$ cat src/rtl/frame_column_loader.sv
// Configuration-frame loader for a column of NumRows stacked subtiles: decodes framed
// commands, fills one FrameData word per row, then pulses the addressed FrameStrobe line.

module frame_row_reg #(
  parameter int W = 32
) (
  input  logic         gclk,
  input  logic         grst_n,
  input  logic         we,
  input  logic [W-1:0] d,
  output logic [W-1:0] q
);
  logic [W-1:0] data_q, data_d;

  always_comb begin
    data_d = data_q;
    if (we) data_d = d;
  end

  always_ff @(posedge gclk or negedge grst_n) begin
    if (!grst_n) data_q <= '0;
    else         data_q <= data_d;
  end

  assign q = data_q;
endmodule

module frame_column_loader #(
  parameter int NumRows         = 2,
  parameter int FrameBitsPerRow = 32,
  parameter int MaxFramesPerCol = 20,
  parameter int StrobeCycles    = 2
) (
  input  logic                                 UserCLK,
  input  logic                                 resetn,
  input  logic [FrameBitsPerRow-1:0]           cfg_data,
  input  logic                                 cfg_valid,
  output logic                                 cfg_ready,
  input  logic                                 err_clr,
  output logic [NumRows*FrameBitsPerRow-1:0]   FrameData,
  output logic [MaxFramesPerCol-1:0]           FrameStrobe,
  output logic                                 busy,
  output logic                                 err,
  output logic [15:0]                          frame_count
);
  localparam int FBPR = FrameBitsPerRow;
  localparam int RCW  = (NumRows > 1) ? $clog2(NumRows) : 1;
  localparam int SCW  = $clog2(StrobeCycles + 1);

  typedef enum logic [1:0] {IDLE, LOAD, STROBE, SKIP} state_e;

  state_e                       state_q, state_d;
  logic [RCW-1:0]               row_q, row_d;
  logic [7:0]                   idx_q, idx_d;
  logic [SCW-1:0]               scnt_q, scnt_d;
  logic [MaxFramesPerCol-1:0]   strobe_q, strobe_d;
  logic                         err_q, err_d;
  logic [15:0]                  frame_count_q, frame_count_d;

  logic                         acc, is_sync, in_range, last_row;
  logic [NumRows-1:0]           row_we;
  logic [NumRows-1:0][FBPR-1:0] row_data;

  assign cfg_ready = (state_q != STROBE);
  assign acc       = cfg_valid && cfg_ready;
  assign is_sync   = (cfg_data[FBPR-1 -: 8] == 8'hFA);
  assign in_range  = ({24'd0, cfg_data[7:0]} < 32'(MaxFramesPerCol));
  assign last_row  = (row_q == RCW'(NumRows - 1));

  always_comb begin
    for (int r = 0; r < NumRows; r++)
      row_we[r] = acc && (state_q == LOAD) && (row_q == RCW'(r));
  end

  always_comb begin
    state_d       = state_q;
    row_d         = row_q;
    idx_d         = idx_q;
    scnt_d        = scnt_q;
    frame_count_d = frame_count_q;
    // set has priority over a simultaneous clear
    err_d         = err_q & ~err_clr;
    case (state_q)
      IDLE: if (acc && is_sync) begin
        row_d = '0;
        if (in_range) begin
          idx_d   = cfg_data[7:0];
          state_d = LOAD;
        end else begin
          err_d   = 1'b1;
          state_d = SKIP;
        end
      end
      LOAD: if (acc) begin
        if (last_row) begin
          row_d         = '0;
          scnt_d        = SCW'(StrobeCycles);
          state_d       = STROBE;
          frame_count_d = (frame_count_q == 16'hFFFF) ? frame_count_q : frame_count_q + 16'd1;
        end else begin
          row_d = row_q + RCW'(1);
        end
      end
      STROBE: begin
        if (scnt_q == SCW'(1)) state_d = IDLE;
        else                   scnt_d  = scnt_q - SCW'(1);
      end
      SKIP: if (acc) begin
        if (last_row) begin
          row_d   = '0;
          state_d = IDLE;
        end else begin
          row_d = row_q + RCW'(1);
        end
      end
      default: state_d = IDLE;
    endcase
  end

  // strobe is registered off the next state so it rises together with STROBE
  always_comb begin
    strobe_d = '0;
    if (state_d == STROBE)
      for (int i = 0; i < MaxFramesPerCol; i++)
        strobe_d[i] = (idx_q == 8'(i));
  end

  always_ff @(posedge UserCLK or negedge resetn) begin
    if (!resetn) begin
      state_q       <= IDLE;
      row_q         <= '0;
      idx_q         <= '0;
      scnt_q        <= '0;
      strobe_q      <= '0;
      err_q         <= 1'b0;
      frame_count_q <= '0;
    end else begin
      state_q       <= state_d;
      row_q         <= row_d;
      idx_q         <= idx_d;
      scnt_q        <= scnt_d;
      strobe_q      <= strobe_d;
      err_q         <= err_d;
      frame_count_q <= frame_count_d;
    end
  end

  for (genvar r = 0; r < NumRows; r++) begin : g_row
    frame_row_reg #(.W(FBPR)) u_row (
      .gclk   (UserCLK),
      .grst_n (resetn),
      .we     (row_we[r]),
      .d      (cfg_data),
      .q      (row_data[r])
    );
  end

  assign FrameData   = row_data;
  assign FrameStrobe = strobe_q;
  assign busy        = (state_q != IDLE);
  assign err         = err_q;
  assign frame_count = frame_count_q;
endmodule

$ cat config.mk
export PLATFORM = sky130hd
export DESIGN_NAME = frame_column_loader
export DESIGN_NICKNAME = d
export VERILOG_FILES = /design/src/rtl/frame_column_loader.sv
export SDC_FILE = /design/constraint.sdc
export NUM_CORES = 1
export LEC_CHECK = 0
export BUFFER_PORTS_ARGS = -buffer_cell sky130_fd_sc_hd__buf_2
export CAP_MARGIN = 5
export CELL_PAD_IN_SITES_DETAIL_PLACEMENT = 1
export CELL_PAD_IN_SITES_GLOBAL_PLACEMENT = 1
export CORE_MARGIN = 2
export CORE_UTILIZATION = 35
export CTS_CLUSTER_DIAMETER = 120
export DETAILED_ROUTE_END_ITERATION = 10
export PLACE_DENSITY = 0.77
export SLEW_MARGIN = 20
export SYNTH_ARGS = -nofsm -noshare
export SYNTH_HDL_FRONTEND = slang
export SYNTH_SLANG_ARGS = --single-unit
$ cat constraint.sdc
create_clock -name UserCLK -period 1.9 [get_ports UserCLK]
set_input_delay 0 -clock UserCLK [delete_from_list [all_inputs] [get_ports UserCLK]]
set_output_delay 0 -clock UserCLK [all_outputs]
set_load 0.01 [all_outputs]
==> metrics <==
Final Skew=0.0112 ns; r2r startpoint=scnt_q[0]; Non-Filler Instances=760; Power Density=1190 nW/um^2; drt wl/cell=15.9 um; Synth area leader=dfrtp_1; CTS buffer count=17; Leak=3.56 nW; CTS tree=done; Site Rows=41; Clk pwr share=43.8%; worst slew pin tran=0.562 ns; die height=118 um; mux contribution to synthesized area=9.73%; Comb pwr share=16.2%; Final ANT Viol Nets=0; fin crit period=1.80 ns; maximum VDD drop=0.000717 V; CP Class=reg2reg; worst skew pair latency=0.41 ns; largest family of logic cells by synthesized area=simple AND/OR/NAND/NOR gates; CP Capture Type=flop; PortBufs=138; unrepaired setup endpoints after global routing=false; Sw Pwr=1.93 mW; DRT iter0 DRCs=118; worst relative slew slack=62.5%; io pins=139; Flop pwr share=40.1%; number of remaining DRC errors=0; post-synthesis net count=423; Final setup viols=0; Worst Path Required=2.22 ns; CP startpoint=scnt_q[0]; Final Routed Wirelength=12100 um; reg-to-reg endpoint=FrameStrobe[4]; H-tree depth=4; Gate Count Post-Synth=385; sequential element share of the synthesized area=63.2%; mean post-synth cell area=11.7 sq um; clock root cell=clkbuf_16; first-pass GRT wire length=20100 um; Post-synth EDFFs=0; Core ar.=12600 sq um; Hold Crit Class=in2async; Clock transition at path regs=0.05 ns; Cells after DPL=693; xor and xnor fraction of the mapped netlist area=2.14%; register bit count reported by yosys=114; commonest non-fill, non-tap cells in the layout=137 x buf_2, 114 x dfrtp_1, 113 x nand2_1; crit path max fanout=6; die width=118 um; final setup TNS=0 ns; reg2reg path depth=5; vias per cell=4.67; gr usage total=18.4%; Synth top area share=63.2%; share of post-route cells with drive strength above 1=40.1%; die area=13800 sq um; status=finished clean; via count=3550; Synth Area in Adders=0.555%; Primary FF master, synth=dfrtp_1; Initial Utilization=35.8%; compound-gate portion of the synthesized area=2.77%; fraction of registers with async set or reset after synthesis=100%; Cell Int Power=5.74 mW; R2R setup slack=0.1 ns; most common cell after layout, fill and taps aside=buf_2; mapped cell area=4510 sq um; yosys warns=0; DR pass1 iterations=4; Synth Area in Simple Gates=19.6%; number of clock sinks=114; Tcrit/Tclk final=94.8%; final hold vios=0; antenna cells=0; Slew Limit Fails=0; Syn-to-layout area delta=43.2%; HPWL Detailed=8230 um; ranking of synthesized cells by area=dfrtp_1 63%, nand2_1 9.4%, mux2_2 9.2%; crit start category=flop; NumNets Final=613; global route total overflow=0; Sw Share=25.1%; global placement routability congestion=0.772; number of global-route vias before repair=3819; Max-Cap Viols=0; Clock Tree Buf Depth=2; Synth cell types=42; initial antenna violation count=0; largest net degree at the start of global routing=47; Worst EP arrival=2.12 ns; achievable clock frequency=555 MHz
-- cell type report --
cell class,count,area (sq um)
clock buffer,21,470
timing repair buffer,188,1180
sequential,114,2850
multi-input combinational,252,1580
inverter,2,7.51
tap,172,215
clock inverter,11,158
fill,1418,6160
-- worst max-delay path, stage by stage (launching register included) --
cell	delay (ns)
dfrtp_1	0.40
ha_1	0.22
or3b_4	0.42
a211oi_4	0.29
nand3b_1	0.22
nor3_1	0.17
-- flip-flops by register name (all words and copies together), names as in the netlist --
register	flops
g_row.u_row.q	64
FrameStrobe	20
frame_count	16
idx_q	8
scnt_q	2
state_q	2
err	1
last_row	1
-- cells in the mapped netlist (5+ instances only) --
| cell type | n |
|---|---|
| dfrtp_1 | 114 |
| nand2_1 | 113 |
| mux2_2 | 37 |
| nor2_1 | 20 |
| clkbuf_1 | 9 |
| nand3_1 | 8 |
| nor3_1 | 7 |
| nand4_1 | 6 |
| xnor2_1 | 6 |
| a21oi_1 | 5 |
| xor2_1 | 5 |
-- through the flow --
stage               total power, mW  worst slack [ns]  hold slack [ns]  instance area, sq um  utilization [%]
detailed placement             4.29            0.0492           0.0262                  5470             43.4
finish                         7.67            0.0983            0.139                  6460             51.2
floorplan                      3.67             0.114           -0.296                  4510                -
global placement               4.22             0.134           0.0119                  5470             43.4
global route                   8.02            0.0129            0.155                  6460             51.2
CTS                            7.74            0.0292            0.132                  6450             51.1
-- worst max path at each step --
stage	endpoint	slack, ns	cells past startpoint
global route	FrameStrobe[12]	0.01	5
detailed placement	idx_q[4]	0.05	4
global placement	FrameStrobe[4]	0.13	5
CTS	FrameStrobe[4]	0.03	5
finish	FrameStrobe[4]	0.1	5
floorplan	idx_q[0]	0.11	6
-- repair_timing --
action	in CTS	in global routing
endpoints found under the setup margin	0	12
setup buffers	0	0
resized for setup	0	3
hold endpoints to repair	109	0
hold buffers	35	0
-- per-layer routing --
| metal | global-route usage [%] | wire (um) | up-vias |
|---|---|---|---|
| li1 | - | - | 1670 |
| met1 | 22.5 | 5320 | 1759 |
| met2 | 30.3 | 5950 | 107 |
| met3 | 5.38 | 602 | 14 |
| met4 | 7.83 | 214 | 0 |
| met5 | 0 | 0 | - |
-- power by group through the flow --
stage          combinational (mW)  sequential, mW  clock (mW)
4_1_cts                      1.24            3.07        3.42
5_1_grt                      1.36            3.12        3.53
2_1_floorplan               0.392            3.27           0
3_5_place_dp                 1.19            3.10           0
3_3_place_gp                 1.15            3.07           0
6_report                     1.24            3.07        3.36
-- cells by family after synthesis --
kind of cell | count (synthesis)
simple gates | 182
xor+xnor | 11
fa+ha+maj | 2
compound gates | 18
buf+inv | 19
mux | 39
flops | 114
(Power assumes the default switching activity.)
